### src/rtl/muldiv_pkg.sv
// Shared types and constants for the iterative multiply/divide unit.
package muldiv_pkg;

    typedef enum logic [1:0] {
        MD_MULT  = 2'b00,
        MD_MULTU = 2'b01,
        MD_DIV   = 2'b10,
        MD_DIVU  = 2'b11
    } op_e;

    typedef enum logic [1:0] {
        S_IDLE   = 2'b00,
        S_CALC   = 2'b01,
        S_FINISH = 2'b10
    } state_e;

    localparam int MD_ITER = 32;
    localparam int CNT_W   = 6;

endpackage

### src/rtl/muldiv_if.sv
// Request/response and HI/LO move bundle between the core and the multiply/divide unit.
interface muldiv_if;
    import muldiv_pkg::*;

    logic        start;
    op_e         op;
    logic [31:0] a;
    logic [31:0] b;
    logic        hi_we;
    logic        lo_we;
    logic [31:0] wdata;
    logic        busy;
    logic        done;
    logic [31:0] hi;
    logic [31:0] lo;

    // Core side: issues requests and moves, observes status and HI/LO.
    modport master (
        output start, op, a, b, hi_we, lo_we, wdata,
        input  busy, done, hi, lo
    );

    // Unit side.
    modport slave (
        input  start, op, a, b, hi_we, lo_we, wdata,
        output busy, done, hi, lo
    );

endinterface

### src/rtl/muldiv_unit.sv
// Iterative 32-bit multiply/divide unit owning the HI/LO registers.
// One shift-add or restoring-divide step per cycle; signs are stripped at
// start and reapplied in the FINISH cycle.
module muldiv_unit
    import muldiv_pkg::*;
(
    input  logic     clk,
    input  logic     reset,
    muldiv_if.slave  bus
);

    localparam logic [CNT_W-1:0] LAST_ITER = CNT_W'(MD_ITER - 1);

    // Two's-complement magnitude when the value is to be treated as negative.
    function automatic logic [31:0] mag32(input logic [31:0] v, input logic neg);
        return neg ? (~v + 32'd1) : v;
    endfunction

    state_e           state_reg, state_next;
    op_e              op_reg;
    logic [31:0]      a_mag_reg;
    logic [31:0]      b_mag_reg;
    logic             sign_a_reg;
    logic             sign_b_reg;
    logic [CNT_W-1:0] cnt_reg;
    logic [63:0]      acc_reg;
    logic [31:0]      hi_reg;
    logic [31:0]      lo_reg;
    logic             done_reg;

    logic             in_signed, in_div, in_sign_a, in_sign_b;
    logic [31:0]      in_a_mag, in_b_mag;
    logic             op_is_div;
    logic [32:0]      add_sum;
    logic [32:0]      rem_shift;
    logic [31:0]      rem_diff;
    logic [63:0]      acc_step;
    logic [63:0]      prod_fix;
    logic [31:0]      fin_hi, fin_lo;

    assign bus.busy = (state_reg != S_IDLE);
    assign bus.done = done_reg;
    assign bus.hi   = hi_reg;
    assign bus.lo   = lo_reg;

    assign op_is_div = (op_reg == MD_DIV) || (op_reg == MD_DIVU);

    // FSM state register.
    always_ff @(posedge clk) begin
        if (reset) state_reg <= S_IDLE;
        else       state_reg <= state_next;
    end

    // FSM next-state: a fixed 32-iteration CALC phase bracketed by IDLE and FINISH.
    always_comb begin
        state_next = state_reg;
        case (state_reg)
            S_IDLE:   if (bus.start) state_next = S_CALC;
            S_CALC:   if (cnt_reg == LAST_ITER) state_next = S_FINISH;
            S_FINISH: state_next = S_IDLE;
            default:  state_next = S_IDLE;
        endcase
    end

    // Operand conditioning at request time: strip signs for the signed ops.
    always_comb begin
        in_signed = (bus.op == MD_MULT) || (bus.op == MD_DIV);
        in_div    = (bus.op == MD_DIV)  || (bus.op == MD_DIVU);
        in_sign_a = in_signed & bus.a[31];
        in_sign_b = in_signed & bus.b[31];
        in_a_mag  = mag32(bus.a, in_sign_a);
        in_b_mag  = mag32(bus.b, in_sign_b);
    end

    // One iteration: shift-add multiply (LSB first) or restoring divide step.
    always_comb begin
        add_sum   = {1'b0, acc_reg[63:32]} + {1'b0, a_mag_reg};
        rem_shift = acc_reg[63:31];
        rem_diff  = rem_shift[31:0] - b_mag_reg;
        acc_step  = acc_reg;
        if (op_is_div) begin
            if (rem_shift >= {1'b0, b_mag_reg})
                acc_step = {rem_diff, acc_reg[30:0], 1'b1};
            else
                acc_step = {acc_reg[62:0], 1'b0};
        end else begin
            if (acc_reg[0])
                acc_step = {add_sum, acc_reg[31:1]};
            else
                acc_step = {1'b0, acc_reg[63:1]};
        end
    end

    // Sign fix-up and divide-by-zero override applied in the FINISH cycle.
    always_comb begin
        prod_fix = (sign_a_reg ^ sign_b_reg) ? (~acc_reg + 64'd1) : acc_reg;
        fin_hi   = prod_fix[63:32];
        fin_lo   = prod_fix[31:0];
        if (op_is_div) begin
            if (b_mag_reg == 32'd0) begin
                // HI returns the dividend exactly as it arrived.
                fin_lo = 32'hFFFF_FFFF;
                fin_hi = mag32(a_mag_reg, sign_a_reg);
            end else begin
                fin_lo = mag32(acc_reg[31:0], sign_a_reg ^ sign_b_reg);
                fin_hi = mag32(acc_reg[63:32], sign_a_reg);
            end
        end
    end

    // Datapath, HI/LO ownership and done pulse.
    always_ff @(posedge clk) begin
        if (reset) begin
            op_reg     <= MD_MULT;
            a_mag_reg  <= '0;
            b_mag_reg  <= '0;
            sign_a_reg <= 1'b0;
            sign_b_reg <= 1'b0;
            cnt_reg    <= '0;
            acc_reg    <= '0;
            hi_reg     <= '0;
            lo_reg     <= '0;
            done_reg   <= 1'b0;
        end else begin
            done_reg <= 1'b0;
            case (state_reg)
                S_IDLE: begin
                    if (bus.start) begin
                        // A request in the same cycle as a move wins; the move is dropped.
                        op_reg     <= bus.op;
                        a_mag_reg  <= in_a_mag;
                        b_mag_reg  <= in_b_mag;
                        sign_a_reg <= in_sign_a;
                        sign_b_reg <= in_sign_b;
                        cnt_reg    <= '0;
                        acc_reg    <= in_div ? {32'd0, in_a_mag} : {32'd0, in_b_mag};
                    end else begin
                        if (bus.hi_we) hi_reg <= bus.wdata;
                        if (bus.lo_we) lo_reg <= bus.wdata;
                    end
                end
                S_CALC: begin
                    acc_reg <= acc_step;
                    cnt_reg <= cnt_reg + 1'b1;
                end
                S_FINISH: begin
                    hi_reg   <= fin_hi;
                    lo_reg   <= fin_lo;
                    done_reg <= 1'b1;
                end
                default: ;
            endcase
        end
    end

endmodule

### src/flat_wrapper.sv
// flat-port wrapper written by rule: the top's interface ports become plain ports
module muldiv_unit_flat import muldiv_pkg::*;
  (clk, reset, bus_start, bus_op, bus_a, bus_b, bus_hi_we, bus_lo_we, bus_wdata, bus_busy, bus_done, bus_hi, bus_lo);
  muldiv_if bus_i ();
  input  logic clk;
  input  logic reset;
  input wire logic [$bits(bus_i.start)-1:0] bus_start;
  input wire logic [$bits(bus_i.op)-1:0] bus_op;
  input wire logic [$bits(bus_i.a)-1:0] bus_a;
  input wire logic [$bits(bus_i.b)-1:0] bus_b;
  input wire logic [$bits(bus_i.hi_we)-1:0] bus_hi_we;
  input wire logic [$bits(bus_i.lo_we)-1:0] bus_lo_we;
  input wire logic [$bits(bus_i.wdata)-1:0] bus_wdata;
  output wire logic [$bits(bus_i.busy)-1:0] bus_busy;
  output wire logic [$bits(bus_i.done)-1:0] bus_done;
  output wire logic [$bits(bus_i.hi)-1:0] bus_hi;
  output wire logic [$bits(bus_i.lo)-1:0] bus_lo;
  assign bus_i.start = bus_start;
  assign bus_i.op = bus_op;
  assign bus_i.a = bus_a;
  assign bus_i.b = bus_b;
  assign bus_i.hi_we = bus_hi_we;
  assign bus_i.lo_we = bus_lo_we;
  assign bus_i.wdata = bus_wdata;
  assign bus_busy = bus_i.busy;
  assign bus_done = bus_i.done;
  assign bus_hi = bus_i.hi;
  assign bus_lo = bus_i.lo;
  muldiv_unit u_core (.clk(clk), .reset(reset), .bus(bus_i));
endmodule
### config.mk
export PLATFORM = sky130hd
export DESIGN_NAME = muldiv_unit_flat
export DESIGN_NICKNAME = d
export VERILOG_FILES = /design/src/rtl/muldiv_pkg.sv /design/src/rtl/muldiv_if.sv /design/src/rtl/muldiv_unit.sv /design/src/flat_wrapper.sv
export SDC_FILE = /design/constraint.sdc
export NUM_CORES = 1
export LEC_CHECK = 0
export ABC_AREA = 0
export BUFFER_PORTS_ARGS = -buffer_cell sky130_fd_sc_hd__buf_2
export CORE_MARGIN = 2
export CORE_UTILIZATION = 40
export DETAILED_ROUTE_END_ITERATION = 10
export PLACE_DENSITY = 0.67
export SYNTH_ARGS = -nofsm -noshare
export SYNTH_HDL_FRONTEND = slang
export SYNTH_SLANG_ARGS = --single-unit
### constraint.sdc
create_clock -name clk -period 6.5 [get_ports clk]
set_input_delay 0.65 -clock clk [delete_from_list [all_inputs] [get_ports clk]]
set_output_delay 0.65 -clock clk [all_outputs]
set_load 0.05 [all_outputs]
==> flow_metrics.py, run 1 <==
metrics = {
    "die": {
        "core_area_um2": 44100,
        "dieArea_um2": 46300,
        "initial_core_util_pct": 40.4,
        "die_w_um": 215,
        "io_pins": 169,
        "fp-row-count": 77,
        "dieHeight_um": 215,
    },
    "route": {
        "drt-initial-drc-count": 2024,
        "dr.pass1.iters": 6,
        "wl_met1_um": 30300,
        "num_vias": 19600,
        "antenna_left": 0,
        "wl_met2_um": 32300,
        "drc": 0,
        "met3RoutedLength_um": 5920,
        "via_per_inst": 6.33,
        "routed.top_layer": "met5",
        "drt_wl_total_um": 71400,
        "wire_per_inst_um": 23.1,
    },
    "synth": {
        "synth_edf_count": 0,
        "ys_seq_elements": 204,
        "yosysTopAreaCellShare_pct": 22.9,
        "yosysWarnings": 0,
        "ys.flop_type": "dfxtp_1",
        "synth.area.top_cells": "dfxtp_1 (23%), a21oi_1 (6.0%), nand2_1 (5.6%)",
        "syn_inst": 2462,
        "ys_async_sr_fraction_pct": 0,
        "yosysUniqueCellTypes": 84,
        "synth_nets": 2637,
        "avgSynthCellArea_um2": 7.24,
        "yosysSeqAreaShare_pct": 22.9,
        "syn-cell-area_um2": 17800,
        "yosysTopAreaCell": "dfxtp_1",
    },
    "cts": {
        "cts_sinks": 204,
        "clk_latency_ns": 0.57,
        "cts_buffers": 24,
        "cts_root_buf": "clkbuf_16",
        "ctsHtreeMaxLevel": 1,
        "hold_buffers": 0,
        "cts_setup_buffers": 0,
        "cts_tree": "built",
        "clock_path_buffers": 3,
        "cts_resized": 0,
        "cts.reportedPaths.clkPinSlew_ns": 0.06,
    },
    "hold_path": {
        "min_to": "u_core.b_mag_reg[0]",
        "hp-start": "bus_b[0]",
        "min_path_cells": 3,
        "hp-class": "in2reg",
    },
    "cells_and_area": {
        "layoutNonFillerInstCount": 3090,
        "design_area_um2": 19700,
        "largest_reg_flops": 64,
        "synthToLayoutAreaGrowth_pct": 10.6,
        "drive_gt1_share_pct": 12.0,
        "final_cell_mix": "nand2_1 (267), nor2_1 (241), a21oi_1 (215)",
        "layout_commonest_cell": "nand2_1",
        "num-nets-final": 2654,
    },
    "worst_setup_path": {
        "crit_fanout": 16,
        "cp-end-kind": "flop",
        "startpoint_type": "flop",
        "critPathLaunch": "u_core.acc_reg[35]",
        "r2r_end": "u_core.acc_reg[44]",
        "cp.arrival_ns": 5.18,
        "crit_type": "reg2reg",
        "crit-reg2reg-launch": "u_core.acc_reg[35]",
        "reg2reg_setup_slack_ns": 1.75,
        "worst_ep_required_time_ns": 6.94,
        "reg2regPathDepth": 11,
    },
    "timing": {
        "hold_viol": 0,
        "fin_skew_ns": 0.0245,
        "clock.fmax_mhz": 211,
        "slew_headroom_pct": 15.5,
        "setup_viol": 0,
        "max_slew.worst_pin.slew_ns": 1.26,
        "fin_crit_sh_pct": 73.0,
        "drv_slew": 0,
        "grt_setup_unrepaired": "no",
        "finalCriticalPeriod_ns": 4.75,
        "tns_ns": 0,
    },
    "placed_design": {
        "place.port_buffers": 168,
        "place_hpwl_um": 55300,
        "place_congestion": 0.979,
        "placed_area_um2": 18900,
        "place_inst": 3045,
    },
    "global_routing": {
        "grt-ovfl-total": 0,
        "grt_pass1_wl_um": 108000,
        "grtUsageTotal_pct": 29.6,
        "grt_max_degree": 78,
        "antenna_found_initial": 2,
        "first_global_vias": 18100,
    },
    "power": {
        "ir_worst_vdd_uv": 229,
        "p_leak_nw": 7.76,
        "powerDensity_nw_per_um2": 221,
    },
    "run_status": {
        "status": "completed",
    },
    "job": {
        "maxCapViolations": 0,
    },
}
cells in the mapped netlist (13+ instances only):
master and instances:
a211oi_1 120, a21o_1 41, a21oi_1 215, a221oi_1 15
a311oi_1 27, a31oi_1 38, and3_1 24, buf_1 20
clkbuf_1 177, dfxtp_1 204, ha_1 70, inv_1 67
mux2i_1 39, nand2_1 267, nand2b_1 22, nand3_1 64
nand4_1 18, nor2_1 244, nor2b_1 25, nor3_1 62
nor4_1 34, o211ai_1 33, o21ai_0 143, o221ai_1 32
o31ai_1 28, or2_2 13, or3_1 26, or4_1 19
xnor2_1 98, xor2_1 84
cell type report:
type | count | area (um2)
multi-input cells | 1986 | 12800
diodes | 1 | 2.50
inverters | 67 | 251
repair buffers | 196 | 1050
clock inverters | 13 | 161
clock buffers | 31 | 667
fillers | 4636 | 24400
flip-flops and latches | 204 | 4090
well taps | 592 | 741
worst max path at each step:
stage                         end  slack, ns  depth (start not counted)
6_report       u_core.acc_reg[44]       1.75                         11
3_5_place_dp   u_core.acc_reg[44]       2.09                         11
4_1_cts        u_core.acc_reg[44]       2.03                         11
2_1_floorplan  u_core.acc_reg[27]       3.18                         10
5_1_grt        u_core.acc_reg[42]       1.48                         11
3_3_place_gp   u_core.acc_reg[42]       2.19                         10
through the flow:
stage | util [%] | hold slack [ns] | setup slack, ns | power (mW)
floorplan | - | 0.449 | 3.18 | 2.46
global placement | 42.8 | 0.442 | 2.19 | 2.92
detailed placement | 42.8 | 0.445 | 2.09 | 2.93
CTS | 44.7 | 0.368 | 2.03 | 4.34
global route | 44.7 | 0.388 | 1.48 | 4.55
finish | 44.7 | 0.381 | 1.75 | 4.37
power breakdown:
group / total, mW / switching, mW / internal (mW)
logic: 1.44 / 0.949 / 0.490
registers: 1.51 / 0.170 / 1.34
clock network: 1.42 / 0.602 / 0.816
total: 4.37 / 1.72 / 2.64
metal layers:
metal	vias up	track usage, %
li1	9152	-
met1	9385	39.8
met2	859	47.5
met3	172	4.83
met4	2	11.5
met5	-	0
cells by family after synthesis:
group,after synthesis,share of synthesized area (%)
and+or+nand+nor,866,23.3
xor gates and xnor gates,182,8.94
AOI/OAI and AO/OA,814,30.5
adders and majority gates,72,5.14
buffers and inverters,272,5.83
muxes,52,3.39
DFF,204,22.9
critical path, cell delays in order (launching register included):
cell and delay [ns]:
dfxtp_1 0.61, ha_1 0.38, a21o_1 0.22, a31oi_1 0.22, nand2_1 0.19, a2111oi_0 1.01
o21ai_1 0.34, o211a_1 0.43, nor2_1 0.46, buf_4 0.33, o211ai_1 0.13, a32o_1 0.29
(Power assumes the default switching activity.)
==> inputs of run 2 (changes only) <==
==> constraint.sdc (replaced) <==
create_clock -name clk -period 4.72 [get_ports clk]
set_input_delay 0.472 -clock clk [delete_from_list [all_inputs] [get_ports clk]]
set_output_delay 0.472 -clock clk [all_outputs]
set_load 0.05 [all_outputs]
==> flow_metrics.py, run 2 (synthesis results as in run 1) <==
metrics = {
    "cts": {
        "cts_setup_buffers": 0,
        "cts_root_buf": "clkbuf_16",
        "cts_tree": "built",
        "cts_sinks": 204,
        "cts_buffers": 25,
        "hold_buffers": 0,
        "clock_path_buffers": 3,
        "cts.reportedPaths.clkPinSlew_ns": 0.06,
        "ctsHtreeMaxLevel": 1,
        "cts_resized": 0,
        "clk_latency_ns": 0.57,
    },
    "route": {
        "drt_wl_total_um": 72300,
        "dr.pass1.iters": 6,
        "drt-initial-drc-count": 2152,
        "via_per_inst": 6.35,
        "num_vias": 19800,
        "wire_per_inst_um": 23.2,
        "drc": 0,
        "antenna_left": 0,
    },
    "worst_setup_path": {
        "crit_chain": "inv_1 -> ha_1 -> or3b_1 -> nor3_1 -> nand4b_1 -> nor4_2 -> nor3b_2 -> nor2_1 -> mux4_2 -> or3_1 -> a22o_1",
        "startpoint_type": "flop",
        "crit_fanout": 10,
        "cp-end-kind": "flop",
        "crit_type": "reg2reg",
        "worst_ep_required_time_ns": 5.17,
        "cp.arrival_ns": 4.28,
        "critPathMaxStageDelay_ns": 0.49,
        "critPathSlowestCell": "nor3_1",
    },
    "global_routing": {
        "grt_pass1_wl_um": 108000,
        "gr-usage-met3_pct": 5.28,
        "busiest_layer": "met2",
        "first_global_vias": 18400,
        "grtUsageTotal_pct": 29.8,
        "grt_use_met2_pct": 48.8,
        "grt_max_degree": 132,
        "antenna_found_initial": 1,
        "grt-ovfl-total": 0,
        "grt.met1_usage_pct": 39.4,
    },
    "die": {
        "io_pins": 169,
        "core_area_um2": 44100,
        "fp-row-count": 77,
        "dieHeight_um": 215,
        "dieArea_um2": 46300,
        "die_w_um": 215,
        "initial_core_util_pct": 40.4,
    },
    "hold_path": {
        "hp-class": "in2reg",
    },
    "timing": {
        "drv_slew": 0,
        "tns_ns": 0,
        "grt_setup_unrepaired": "no",
        "max_slew.worst_pin.slew_ns": 1.01,
        "fin_skew_ns": 0.0143,
        "fin_crit_sh_pct": 81.1,
        "finalCriticalPeriod_ns": 3.83,
        "hold_viol": 0,
        "setup_viol": 0,
        "clock.fmax_mhz": 261,
        "slew_headroom_pct": 32.1,
    },
    "cells_and_area": {
        "fin_util_pct": 45.2,
        "layout_commonest_cell": "nand2_1",
        "final_cell_mix": "nand2_1 (267), nor2_1 (241), a21oi_1 (215)",
        "fillers": 4575,
        "drive_gt1_share_pct": 12.9,
        "largest_reg_flops": 64,
        "layoutNonFillerInstCount": 3119,
        "synthToLayoutAreaGrowth_pct": 11.9,
        "multiInputGateArea_um2": 12800,
        "seqCellArea_um2": 4090,
        "num-nets-final": 2682,
    },
    "power": {
        "powerDensity_nw_per_um2": 302,
        "power_mw": 6.03,
        "p_leak_nw": 7.91,
        "ir_worst_vdd_uv": 173,
    },
    "placed_design": {
        "place_congestion": 0.996,
        "place_hpwl_um": 55900,
        "place_inst": 3072,
        "place.port_buffers": 168,
    },
    "job": {
        "maxCapViolations": 0,
    },
    "run_status": {
        "status": "completed",
    },
}
-- run 2: final timing paths --
| kind | start | end | slack (ns) | cells after the start |
|---|---|---|---|---|
| min reg2reg | u_core.bus.lo[3] | u_core.bus.lo[3] | 0.45 | 2 |
| min | bus_b[0] | u_core.b_mag_reg[0] | 0.20 | 3 |
| max reg2reg | u_core.acc_reg[32] | u_core.bus.hi[28] | 0.89 | 11 |
| max | u_core.acc_reg[32] | u_core.bus.hi[28] | 0.89 | 11 |
-- run 2: layer usage --
metal / part of all wire (%) / vias to the layer above
met4: 3.8 / 2
met3: 8.4 / 172
met1: 42 / 9490
li1: - / 9192
met5: 0.080 / -
met2: 46 / 948
-- run 2: critical path: cells and delay by family (launching register included) --
family / cells / cell delay (ns)
adder cells (fa/ha/maj): 1 / 0.23
AO/OA/AOI/OAI: 1 / 0.18
flip-flops: 1 / 0.42
buffers and inverters: 1 / 0.18
AND/OR/NAND/NOR: 7 / 2.23
multiplexers: 1 / 0.47
-- run 2: cell type report --
type,count,share of cell area (%)
diodes,1,0.0125
clock buffers,35,3.57
clock inverters,11,0.558
inverters,67,1.26
multi-input cells,1986,64.0
flip-flops and latches,204,20.5
well taps,592,3.71
repair buffers,223,6.42
-- run 2: through the flow --
stage	setup slack (ns)	hold slack [ns]	instance area, um2
6_report	0.894	0.197	20000
5_1_grt	0.624	0.209	20000
4_1_cts	0.991	0.191	20000
3_5_place_dp	0.983	0.446	19100
3_3_place_gp	1.07	0.439	19100
2_1_floorplan	1.52	0.449	17800
-- run 2: power breakdown --
part           total [mW]  switching (mW)  internal [mW]
combinational        2.03            1.33          0.700
sequential           2.05           0.208           1.84
clock                1.95           0.835           1.12
